**src/rtl/urv_bus_pkg.sv**
```systemverilog
// -----------------------------------------------------------------------------
// urv_bus_pkg
//   Shared types and helpers for the urv data-memory bus fabric.
//   - bus_state_t       : fabric FSM states (IDLE / BUSY / ERR)
//   - DEFAULT_DW        : default data width
//   - DEFAULT_BE_W      : byte-enable width for the default data width
//   - ERR_RDATA_DEFAULT : load data returned on a bus error
//   - be_width()        : byte-enable width for a given data width (DW/8)
//   - idx_width()       : slot index width for N slots (at least 1 bit)
// -----------------------------------------------------------------------------
package urv_bus_pkg;

    typedef enum logic [1:0] {
        ST_IDLE = 2'd0,
        ST_BUSY = 2'd1,
        ST_ERR  = 2'd2
    } bus_state_t;

    localparam int unsigned DEFAULT_DW        = 32;
    localparam int unsigned DEFAULT_BE_W      = DEFAULT_DW / 8;
    localparam logic [31:0] ERR_RDATA_DEFAULT = 32'hDEAD_BEEF;

    function automatic int unsigned be_width(input int unsigned dw);
        return dw / 8;
    endfunction

    // A single slot still needs a 1-bit index so vectors never collapse to zero width.
    function automatic int unsigned idx_width(input int unsigned n);
        return (n > 1) ? $clog2(n) : 1;
    endfunction

endpackage

```
**src/rtl/dm_bus_addr_match.sv**
```systemverilog
// -----------------------------------------------------------------------------
// dm_bus_addr_match
//   Combinational address decoder. Slot i hits when
//   (addr & SLV_MASK[32*i +: 32]) == SLV_BASE[32*i +: 32]. When several slots
//   hit, the lowest index wins.
// Ports
//   addr  in   32     address to decode
//   hit   out  1      at least one slot matched
//   idx   out  IDX_W  index of the winning slot (0 when no hit)
// -----------------------------------------------------------------------------
module dm_bus_addr_match
    import urv_bus_pkg::*;
#(
    parameter int unsigned              N_SLAVES = 4,
    parameter logic [N_SLAVES*32-1:0]   SLV_BASE = '0,
    parameter logic [N_SLAVES*32-1:0]   SLV_MASK = '0,
    localparam int unsigned             IDX_W    = idx_width(N_SLAVES)
) (
    input  logic [31:0]      addr,
    output logic             hit,
    output logic [IDX_W-1:0] idx
);

    always_comb begin
        // NOTE: every output gets a default before the loop, so no path leaves
        // a value unassigned and no latch is inferred.
        hit = 1'b0;
        idx = '0;
        // Scan from the top down so the last (lowest-index) match overwrites.
        for (int i = int'(N_SLAVES) - 1; i >= 0; i--) begin
            if ((addr & SLV_MASK[32*i +: 32]) == SLV_BASE[32*i +: 32]) begin
                hit = 1'b1;
                idx = IDX_W'(i);
            end
        end
    end

endmodule

```
**src/rtl/dm_bus_fabric.sv**
```systemverilog
// -----------------------------------------------------------------------------
// dm_bus_fabric
//   Data-memory bus fabric between the urv_cpu data port and N peripheral
//   slots. A request in IDLE is latched and decoded; a hit drives a one-hot
//   slot select until that slot acks, a miss produces a one-cycle error
//   completion. Load data is registered; errors are flagged sticky with the
//   address of the first error since the last clear.
//
// Build option
//   DM_BUS_TIMEOUT_EN : when defined, a BUSY access with no ack for
//                       TIMEOUT_CYCLES cycles is aborted as a bus error.
//                       When undefined, BUSY waits for the ack indefinitely.
//
// Ports
//   clk_i        in   1           clock
//   rst_i        in   1           synchronous reset, active-high
//   dm_addr_i    in   32          CPU address
//   dm_data_s_i  in   DW          CPU store data
//   dm_be_i      in   DW/8        CPU byte select
//   dm_store_i   in   1           store request (wins over load)
//   dm_load_i    in   1           load request
//   dm_ready_o   out  1           fabric idle, request accepted this cycle
//   dm_done_o    out  1           one-cycle completion pulse
//   dm_data_l_o  out  DW          registered load data, valid with dm_done_o
//   sl_sel_o     out  N_SLAVES    one-hot slot select, held for the access
//   sl_addr_o    out  32          latched address
//   sl_data_o    out  DW          latched store data
//   sl_be_o      out  DW/8        latched byte enables
//   sl_we_o      out  1           latched write flag
//   sl_data_i    in   N*DW        packed slot read data
//   sl_ack_i     in   N_SLAVES    per-slot ack
//   err_o        out  1           sticky bus-error flag
//   err_addr_o   out  32          address of first error since last clear
//   err_clr_i    in   1           clears err_o (a simultaneous new error wins)
// -----------------------------------------------------------------------------
module dm_bus_fabric
    import urv_bus_pkg::*;
#(
    parameter int unsigned            N_SLAVES       = 4,
    parameter int unsigned            DW             = DEFAULT_DW,
    parameter logic [N_SLAVES*32-1:0] SLV_BASE       = '0,
    parameter logic [N_SLAVES*32-1:0] SLV_MASK       = '0,
    parameter int unsigned            TIMEOUT_CYCLES = 64,
    parameter logic [31:0]            ERR_RDATA      = ERR_RDATA_DEFAULT
) (
    input  logic                      clk_i,
    input  logic                      rst_i,
    input  logic [31:0]               dm_addr_i,
    input  logic [DW-1:0]             dm_data_s_i,
    input  logic [be_width(DW)-1:0]   dm_be_i,
    input  logic                      dm_store_i,
    input  logic                      dm_load_i,
    output logic                      dm_ready_o,
    output logic                      dm_done_o,
    output logic [DW-1:0]             dm_data_l_o,
    output logic [N_SLAVES-1:0]       sl_sel_o,
    output logic [31:0]               sl_addr_o,
    output logic [DW-1:0]             sl_data_o,
    output logic [be_width(DW)-1:0]   sl_be_o,
    output logic                      sl_we_o,
    input  logic [N_SLAVES*DW-1:0]    sl_data_i,
    input  logic [N_SLAVES-1:0]       sl_ack_i,
    output logic                      err_o,
    output logic [31:0]               err_addr_o,
    input  logic                      err_clr_i
);

    localparam int unsigned IDX_W = idx_width(N_SLAVES);

    if (N_SLAVES < 1 || N_SLAVES > 16) begin : g_bad_n_slaves
        $error("dm_bus_fabric: N_SLAVES must be 1..16");
    end
    if (TIMEOUT_CYCLES < 2) begin : g_bad_timeout
        $error("dm_bus_fabric: TIMEOUT_CYCLES must be >= 2");
    end

    bus_state_t       state;
    logic [IDX_W-1:0] slot_q;      // slot of the access in flight
    logic             dec_hit;
    logic [IDX_W-1:0] dec_idx;
    logic [DW-1:0]    rd_word;
    logic             ack_sel;

`ifdef DM_BUS_TIMEOUT_EN
    localparam int unsigned CNT_W = $clog2(TIMEOUT_CYCLES);
    logic [CNT_W-1:0] busy_cnt;
`endif

    // Decode the live CPU address; it is only consumed in IDLE.
    dm_bus_addr_match #(
        .N_SLAVES (N_SLAVES),
        .SLV_BASE (SLV_BASE),
        .SLV_MASK (SLV_MASK)
    ) u_addr_match (
        .addr (dm_addr_i),
        .hit  (dec_hit),
        .idx  (dec_idx)
    );

    // Only the selected slot's ack and data matter; other slots are ignored.
    assign ack_sel = sl_ack_i[slot_q];
    assign rd_word = sl_data_i[slot_q*DW +: DW];

    // NOTE: state and every registered output are updated with non-blocking
    // assignments so all flops sample the same pre-edge values.
    always_ff @(posedge clk_i) begin
        if (rst_i) begin
            state       <= ST_IDLE;
            slot_q      <= '0;
            dm_ready_o  <= 1'b1;
            dm_done_o   <= 1'b0;
            dm_data_l_o <= '0;
            sl_sel_o    <= '0;
            sl_addr_o   <= '0;
            sl_data_o   <= '0;
            sl_be_o     <= '0;
            sl_we_o     <= 1'b0;
            err_o       <= 1'b0;
            err_addr_o  <= '0;
`ifdef DM_BUS_TIMEOUT_EN
            busy_cnt    <= '0;
`endif
        end else begin
            dm_done_o <= 1'b0;

            unique case (state)
                ST_IDLE: begin
                    if (dm_load_i || dm_store_i) begin
                        sl_addr_o  <= dm_addr_i;
                        sl_data_o  <= dm_data_s_i;
                        sl_be_o    <= dm_be_i;
                        sl_we_o    <= dm_store_i;
                        dm_ready_o <= 1'b0;
                        if (dec_hit) begin
                            slot_q   <= dec_idx;
                            sl_sel_o <= N_SLAVES'(1) << dec_idx;
                            state    <= ST_BUSY;
`ifdef DM_BUS_TIMEOUT_EN
                            busy_cnt <= '0;
`endif
                        end else begin
                            state <= ST_ERR;
                        end
                    end
                end

                ST_BUSY: begin
                    if (ack_sel) begin
                        if (!sl_we_o) begin
                            dm_data_l_o <= rd_word;
                        end
                        dm_done_o  <= 1'b1;
                        dm_ready_o <= 1'b1;
                        sl_sel_o   <= '0;
                        state      <= ST_IDLE;
                    end
`ifdef DM_BUS_TIMEOUT_EN
                    // Ack in the final allowed cycle still completes normally.
                    else if (busy_cnt == CNT_W'(TIMEOUT_CYCLES - 1)) begin
                        sl_sel_o <= '0;
                        state    <= ST_ERR;
                    end else begin
                        busy_cnt <= busy_cnt + 1'b1;
                    end
`endif
                end

                ST_ERR: begin
                    if (!sl_we_o) begin
                        dm_data_l_o <= DW'(ERR_RDATA);
                    end
                    dm_done_o  <= 1'b1;
                    dm_ready_o <= 1'b1;
                    state      <= ST_IDLE;
                end

                default: begin
                    sl_sel_o   <= '0;
                    dm_ready_o <= 1'b1;
                    state      <= ST_IDLE;
                end
            endcase

            // Sticky error: a new error beats a clear in the same cycle and,
            // in that case, also refreshes the captured address.
            if (state == ST_ERR) begin
                err_o <= 1'b1;
                if (!err_o || err_clr_i) begin
                    err_addr_o <= sl_addr_o;
                end
            end else if (err_clr_i) begin
                err_o <= 1'b0;
            end
        end
    end

endmodule

```
**config.mk**
```make
export PLATFORM = sky130hd
export DESIGN_NAME = dm_bus_fabric
export DESIGN_NICKNAME = d
export VERILOG_FILES = /design/src/rtl/urv_bus_pkg.sv /design/src/rtl/dm_bus_addr_match.sv /design/src/rtl/dm_bus_fabric.sv
export SDC_FILE = /design/constraint.sdc
export NUM_CORES = 1
export LEC_CHECK = 0
export CORE_AREA = 2 2 134 136
export CTS_CLUSTER_SIZE = 25
export DETAILED_ROUTE_END_ITERATION = 6
export DIE_AREA = 0 0 136 138
export MAX_ROUTING_LAYER = met4
export SLEW_MARGIN = 30
export SYNTH_ARGS = -nofsm -noshare
export SYNTH_HDL_FRONTEND = slang
export SYNTH_SLANG_ARGS = --single-unit
```
**constraint.sdc**
```tcl
create_clock -name clk_i -period 1.7 [get_ports clk_i]
set_clock_uncertainty 0.05 [all_clocks]
set_input_delay 0.34 -clock clk_i [delete_from_list [all_inputs] [get_ports clk_i]]
set_output_delay 0.34 -clock clk_i [all_outputs]
set_load 0.005 [all_outputs]
```
==> key figures, run 1 <==
STA
  – Final Hold Fails: 0
  – Setup TNS: 0 ns
  – Fmax: 614 MHz
  – Fin. max-slew vios: 0
  – RSZ-0062 raised after global routing: false
  – Final period util: 95.9%
  – Post-layout min period: 1.63 ns
  – Final setup violation count: 0

Routing
  – Routed via count divided by cell count: 4.02
  – Residual DRC: 0
  – DR pass1 iterations: 4
  – Final wirelength: 11600 µm
  – Vias: 3698
  – DR iter-0 viols: 145
  – Final ANT Viol Nets: 0
  – Per-cell routed wire length: 12.6 µm

GRT
  – Pin count of the biggest net entering global routing: 105
  – Grt total ovfl: 0
  – First-pass GRT wire length: 18100 µm
  – GRT met2 Usage: 18.9%
  – Initial antenna violation count: 0
  – Met1 global-route usage: 15.0%
  – Grt met3 use: 4.80%
  – Most used routing layer: met2
  – All-Layer GR Usage: 12.5%
  – Vias in the first global route: 3406

Floorplanning
  – Die Ht: 138 µm
  – Die width: 136 µm
  – Num rows: 49
  – Core Box Area: 17500 µm²
  – Initial Util: 22.3%
  – Die footprint: 18800 µm²
  – # IOs: 345

Critical path
  – CP cell instances: clkdlybuf4s50_1
  – Slowest CP cell: clkdlybuf4s50_1
  – CP bufs+invs: 1
  – Kind of critical path: flip-flop to output pin
  – Crit path max-delay family: buffers and inverters
  – Critical Path Fanout Max: 3
  – Worst path max stage delay: 0.53 ns
  – Crit end category: output pin
  – Arrival @ worst endpoint: 1.24 ns
  – Critical Path RT: 1.31 ns
  – Startpoint Class: flip-flop

Logic synthesis
  – Count of flip-flops with a built-in enable after synthesis: 0
  – Mean area per synthesized cell: 7.93 µm²
  – Register bit count reported by yosys: 104
  – Synth cell types: 19
  – Top cells by area, synth: dfxtp_1 53%, nand2_1 19%, a21oi_1 13%, buf_4 7.5%, clkbuf_1 1.6%
  – Area leader, netlist: dfxtp_1
  – Synthesized area: 3900 µm²
  – Primary FF master, synth: dfxtp_1
  – Synthesis Warnings: 0
  – Sequential share of the synthesized area: 53.4%
  – Synth top area share: 53.4%
  – Async set or reset register ratio after synthesis: 0%
  – Cells after synthesis: 492

Pwr
  – Pleak: 2.41 nW
  – Ratio of total power to cell area: 895 nW/µm²
  – VDD IR max: 0.410 mV
  – Total power: 5.73 mW

Min path
  – Tightest Hold Check Type: flip-flop to flip-flop

Placement
  – Placer Congestion: 0.709
  – IO buf count: 208
  – Final HPWL DP: 7930 µm

Clock tree
  – Insertion delay to the later sink of the worst-skew pair: 0.35 ns
  – CTS tree: yes
  – CTS sink count: 104
  – Num CTS Buffers: 9
  – Root Buffer Master: clkbuf_16
  – # Post-CTS Setup Buffers: 0
  – Longest Clk Path Bufs: 2
  – Clk slew on worst S/H paths: 0.08 ns
  – H-tree depth: 3

Layout
  – Finished Core Util: 36.5%
  – Area grow syn2layout: 64.2%
  – # diodes: 0
  – Nets: 891
  – Share of cells above drive strength 1: 4.34%

Run status
  – Status: finished, final reports clean

Job
  – Max Cap Viol: 0
worst paths after layout:
check	from	endpoint	slack [ns]	cells after the start
hold reg to reg	sl_data_o[28]	sl_data_o[28]	0.40	2
setup / recovery	dm_ready_o	dm_ready_o	0.07	1
setup reg to reg	sl_sel_o[0]	dm_data_l_o[26]	0.41	5
hold / removal	sl_data_o[28]	sl_data_o[28]	0.40	2
placed cells by master, fill, tap and decap left out, drive strengths merged, types with 3 or more instances in the layout:
cell and n:
conb 36, inv 3, nand2 202, a21oi 101
dfxtp 104, clkbuf 10, buf 12, clkinv 3
clkdlybuf4s50 206
routing by layer:
layer | up-vias | part of all wire (%)
met5 | - | 0
met3 | 12 | 11
met2 | 159 | 44
li1 | 1882 | -
met1 | 1645 | 43
met4 | 0 | 1.6
layout make-up:
cell class              count  area (µm²)
inverters                   1        3.75
clock inverters             6        52.6
well taps                 229         287
multi-input cells         351        1490
clock buffers              10         239
fillers                  1835       11100
repair buffers            219        2250
flip-flops and latches    104        2080
flip-flops by register name (all words and copies together) (netlist names):
name         count
sl_addr_o       32
sl_sel_o         1
dm_data_l_o     32
dm_ready_o       1
dm_done_o        1
sl_we_o          1
sl_be_o          4
sl_data_o       32
through the flow:
step | instance area (µm²) | hold WS (ns) | cells | setup slack, ns
2_1_floorplan | 4030 | 0.393 | 527 | 0.450
3_3_place_gp | 6120 | 0.391 | 904 | 0.0335
3_5_place_dp | 6120 | 0.396 | 904 | 0.0269
4_1_cts | 6410 | 0.405 | 920 | 0.0309
5_1_grt | 6410 | 0.419 | 920 | 0.00720
6_report | 6410 | 0.403 | 920 | 0.0701
timing repair:
| action | CTS | global route |
|---|---|---|
| gates resized for setup | 1 | 0 |
| setup endpoints to repair | 1 | 0 |
| hold buffers | 0 | 0 |
cell usage after synthesis, types with 2 or more instances:
cell type  instances
dfxtp_1          104
nand2_1          202
o21ai_0            2
a21oi_1          101
nand3b_1           2
buf_2              9
buf_6              5
buf_4             39
clkbuf_1          17
nor2_1             2
kinds of logic (layout without fill, tap and decap cells):
| family | count (synthesis) | in the layout | share of synthesized area, % |
|---|---|---|---|
| other | 1 | 36 | 0.0961 |
| buffers and inverters | 72 | 236 | 11.9 |
| and+or+nand+nor | 209 | 209 | 20.5 |
| DFF | 104 | 104 | 53.4 |
| AOI/OAI and AO/OA | 106 | 106 | 14.1 |
power by group:
group / total (mW) / switching, mW / internal (mW)
clock network: 2.04 / 0.983 / 1.06
registers: 2.66 / 0.0724 / 2.59
logic: 1.03 / 0.420 / 0.610
Note: power is estimated with default switching activity, not from simulation.
==> run 2: changes to the inputs <==
Settings changed: GPL_ROUTABILITY_DRIVEN set to 0, GPL_TIMING_DRIVEN set to 0, SKIP_CTS_REPAIR_TIMING set to 1.
==> run 2 against run 1 <==
Setup slack got worse by 0.0064 ns. Critical path depth unchanged. Register-to-register slack got worse by 0.16 ns. Die area unchanged. Maximum frequency decreased by 0.39%. Count of clock-buffer cells in the layout unchanged. Combinational power increased by 8%. Total power increased by 5.9%. Non-clock buffer count increased by 59. First-iteration DRC count decreased by 19%. Cell area increased by 5.2%.
==> key figures, run 2 (synthesis gave the netlist of run 1 again) <==
STA
  – Final setup violation count: 0 (unchanged)
  – Tightest Pin Transition: 0.730 ns
  – Fmax: 611 MHz (-0.39%)
  – Post-layout min period: 1.64 ns (+0.00637 ns)
  – Final Hold Fails: 0 (unchanged)
  – Post-route setup slack: 0.0638 ns (-0.00637 ns)
  – Fin. max-slew vios: 0 (unchanged)
  – Final period util: 96.2% (+0.37 points)
  – Max_slew headroom: 51.4%

GRT
  – Vias in the first global route: 3604 (+5.8%)
  – Initial antenna violation count: 0 (unchanged)
  – All-Layer GR Usage: 14.0% (+1.5 points)
  – Pin count of the biggest net entering global routing: 18 (-83%)
  – Grt total ovfl: 0 (unchanged)
  – First-pass GRT wire length: 19700 µm (+9.0%)

Floorplanning
  – Num rows: 49 (unchanged)
  – Core Box Area: 17500 µm² (unchanged)
  – Die width: 136 µm (unchanged)
  – # IOs: 345 (unchanged)
  – Initial Util: 22.3% (unchanged)
  – Die footprint: 18800 µm² (unchanged)
  – Die Ht: 138 µm (unchanged)

Clock tree
  – CTS tree: yes
  – Insertion delay to the later sink of the worst-skew pair: 0.34 ns (about the same)
  – Num CTS Buffers: 9 (unchanged)
  – H-tree depth: 3 (unchanged)
  – CTS sink count: 104 (unchanged)
  – Root Buffer Master: clkbuf_16
  – Clk slew on worst S/H paths: 0.07 ns (about the same)
  – Longest Clk Path Bufs: 2 (unchanged)

Critical path
  – Crit end category: output pin
  – Arrival @ worst endpoint: 1.25 ns (about the same)
  – CP cell instances: clkdlybuf4s50_1
  – Crit path max-delay family: buffers and inverters
  – Worst path max stage delay: 0.56 ns (+0.03 ns)
  – Startpoint Class: flip-flop
  – Slowest CP cell: clkdlybuf4s50_1
  – Critical Path RT: 1.31 ns (about the same)
  – Critical Path Fanout Max: 2 (-1)
  – Kind of critical path: flip-flop to output pin
  – CP bufs+invs: 1 (unchanged)

Layout
  – Area grow syn2layout: 72.7%
  – Most common cell after layout, fill and taps aside: clkdlybuf4s50_1
  – Share of cells above drive strength 1: 10.0% (+5.7 points)
  – Fillers: 1871 (+2.0%)
  – Layout Cells excl Fill: 979 (+6.4%)
  – # diodes: 0 (unchanged)
  – Nets: 950 (+6.6%)
  – Most frequent cells in the layout: 205 x clkdlybuf4s50_1, 202 x nand2_1, 104 x dfxtp_1, 101 x a21oi_1, 39 x buf_4
  – Biggest regs: dm_data_l_o: 32 flops, sl_addr_o: 32 flops, sl_data_o: 32 flops

Pwr
  – VDD IR max: 0.433 mV (+5.7%)
  – Ratio of total power to cell area: 900 nW/µm² (+0.62%)
  – Pleak: 2.68 nW (+11%)

Placement
  – Pre-CTS setup slack: -0.413 ns (-0.440 ns)
  – Final HPWL DP: 9800 µm (+24%)
  – IO buf count: 207 (-0.48%)
  – Dpl cells: 963 (+6.5%)

Routing
  – Per-cell routed wire length: 13.4 µm (+6.3%)
  – Vias: 3877 (+4.8%)
  – DR iter-0 viols: 117 (-19%)
  – Residual DRC: 0 (unchanged)
  – Routed via count divided by cell count: 3.96 (-1.5%)
  – DR pass1 iterations: 4 (unchanged)
  – Final ANT Viol Nets: 0 (unchanged)
  – Final wirelength: 13100 µm (+13%)

Job
  – Max Cap Viol: 0 (unchanged)

Min path
  – Tightest Hold Check Type: flip-flop to flip-flop

Run status
  – Status: finished, final reports clean
## run 2: cell count changes in the layout (fill, tap and decap cells not counted), sizes merged, moves of 2 or more
| cell | change |
|---|---|
| buf | +42 |
| clkbuf | +17 |
| bufinv | +2 |
| dlymetal6s2s | +2 |
## run 2: cell type report
cell class | count | area, µm² | share of cell area (%)
timing repair buffer | 207 | 2080 | 30.8
clock buffer | 10 | 239 | 3.55
multi-input combinational | 351 | 1490 | 22.2
inverter | 1 | 3.75 | 0.0557
clock inverter | 6 | 91.3 | 1.36
buffer | 71 | 467 | 6.92
tap | 229 | 287 | 4.25
sequential | 104 | 2080 | 30.9
## run 2: metrics by stage
step | setup TNS (ns) | utilization, % | power [mW] | instance area, µm² | hold slack, ns
5_1_grt | -0.00129 | 38.4 | 6.39 | 6740 | 0.419
4_1_cts | -0.176 | 38.3 | 6.19 | 6720 | 0.405
2_1_floorplan | 0 | - | 3.15 | 4030 | 0.393
3_3_place_gp | -28.78 | 36.5 | 3.83 | 6390 | 0.391
6_report | 0 | 38.4 | 6.07 | 6740 | 0.403
3_5_place_dp | -29.36 | 36.5 | 3.83 | 6390 | 0.395
## run 2: worst paths after layout
kind,cells after the start,end,slack (ns),from
max,1,sl_sel_o[0],0.06,sl_sel_o[0]
min,2,sl_data_o[12],0.40,sl_data_o[12]
max reg2reg,5,dm_data_l_o[26],0.25,sl_sel_o[0]
min reg2reg,2,sl_data_o[12],0.40,sl_data_o[12]
## run 2: report_power, final
part	leakage (nW)	switching, mW	total [mW]	internal (mW)
clock network	0.163	0.957	2.30	1.34
logic	1.66	0.451	1.11	0.655
registers	0.854	0.0757	2.66	2.59
## run 2: metal layers
layer  vias up  part of all wire (%)  global-route usage (%)
met5         -                     0                       -
met4         0                   1.8                    5.21
met3        19                   9.9                    4.91
met2       159                    43                    20.8
met1      1701                    45                    17.6
li1       1998                     -                       -
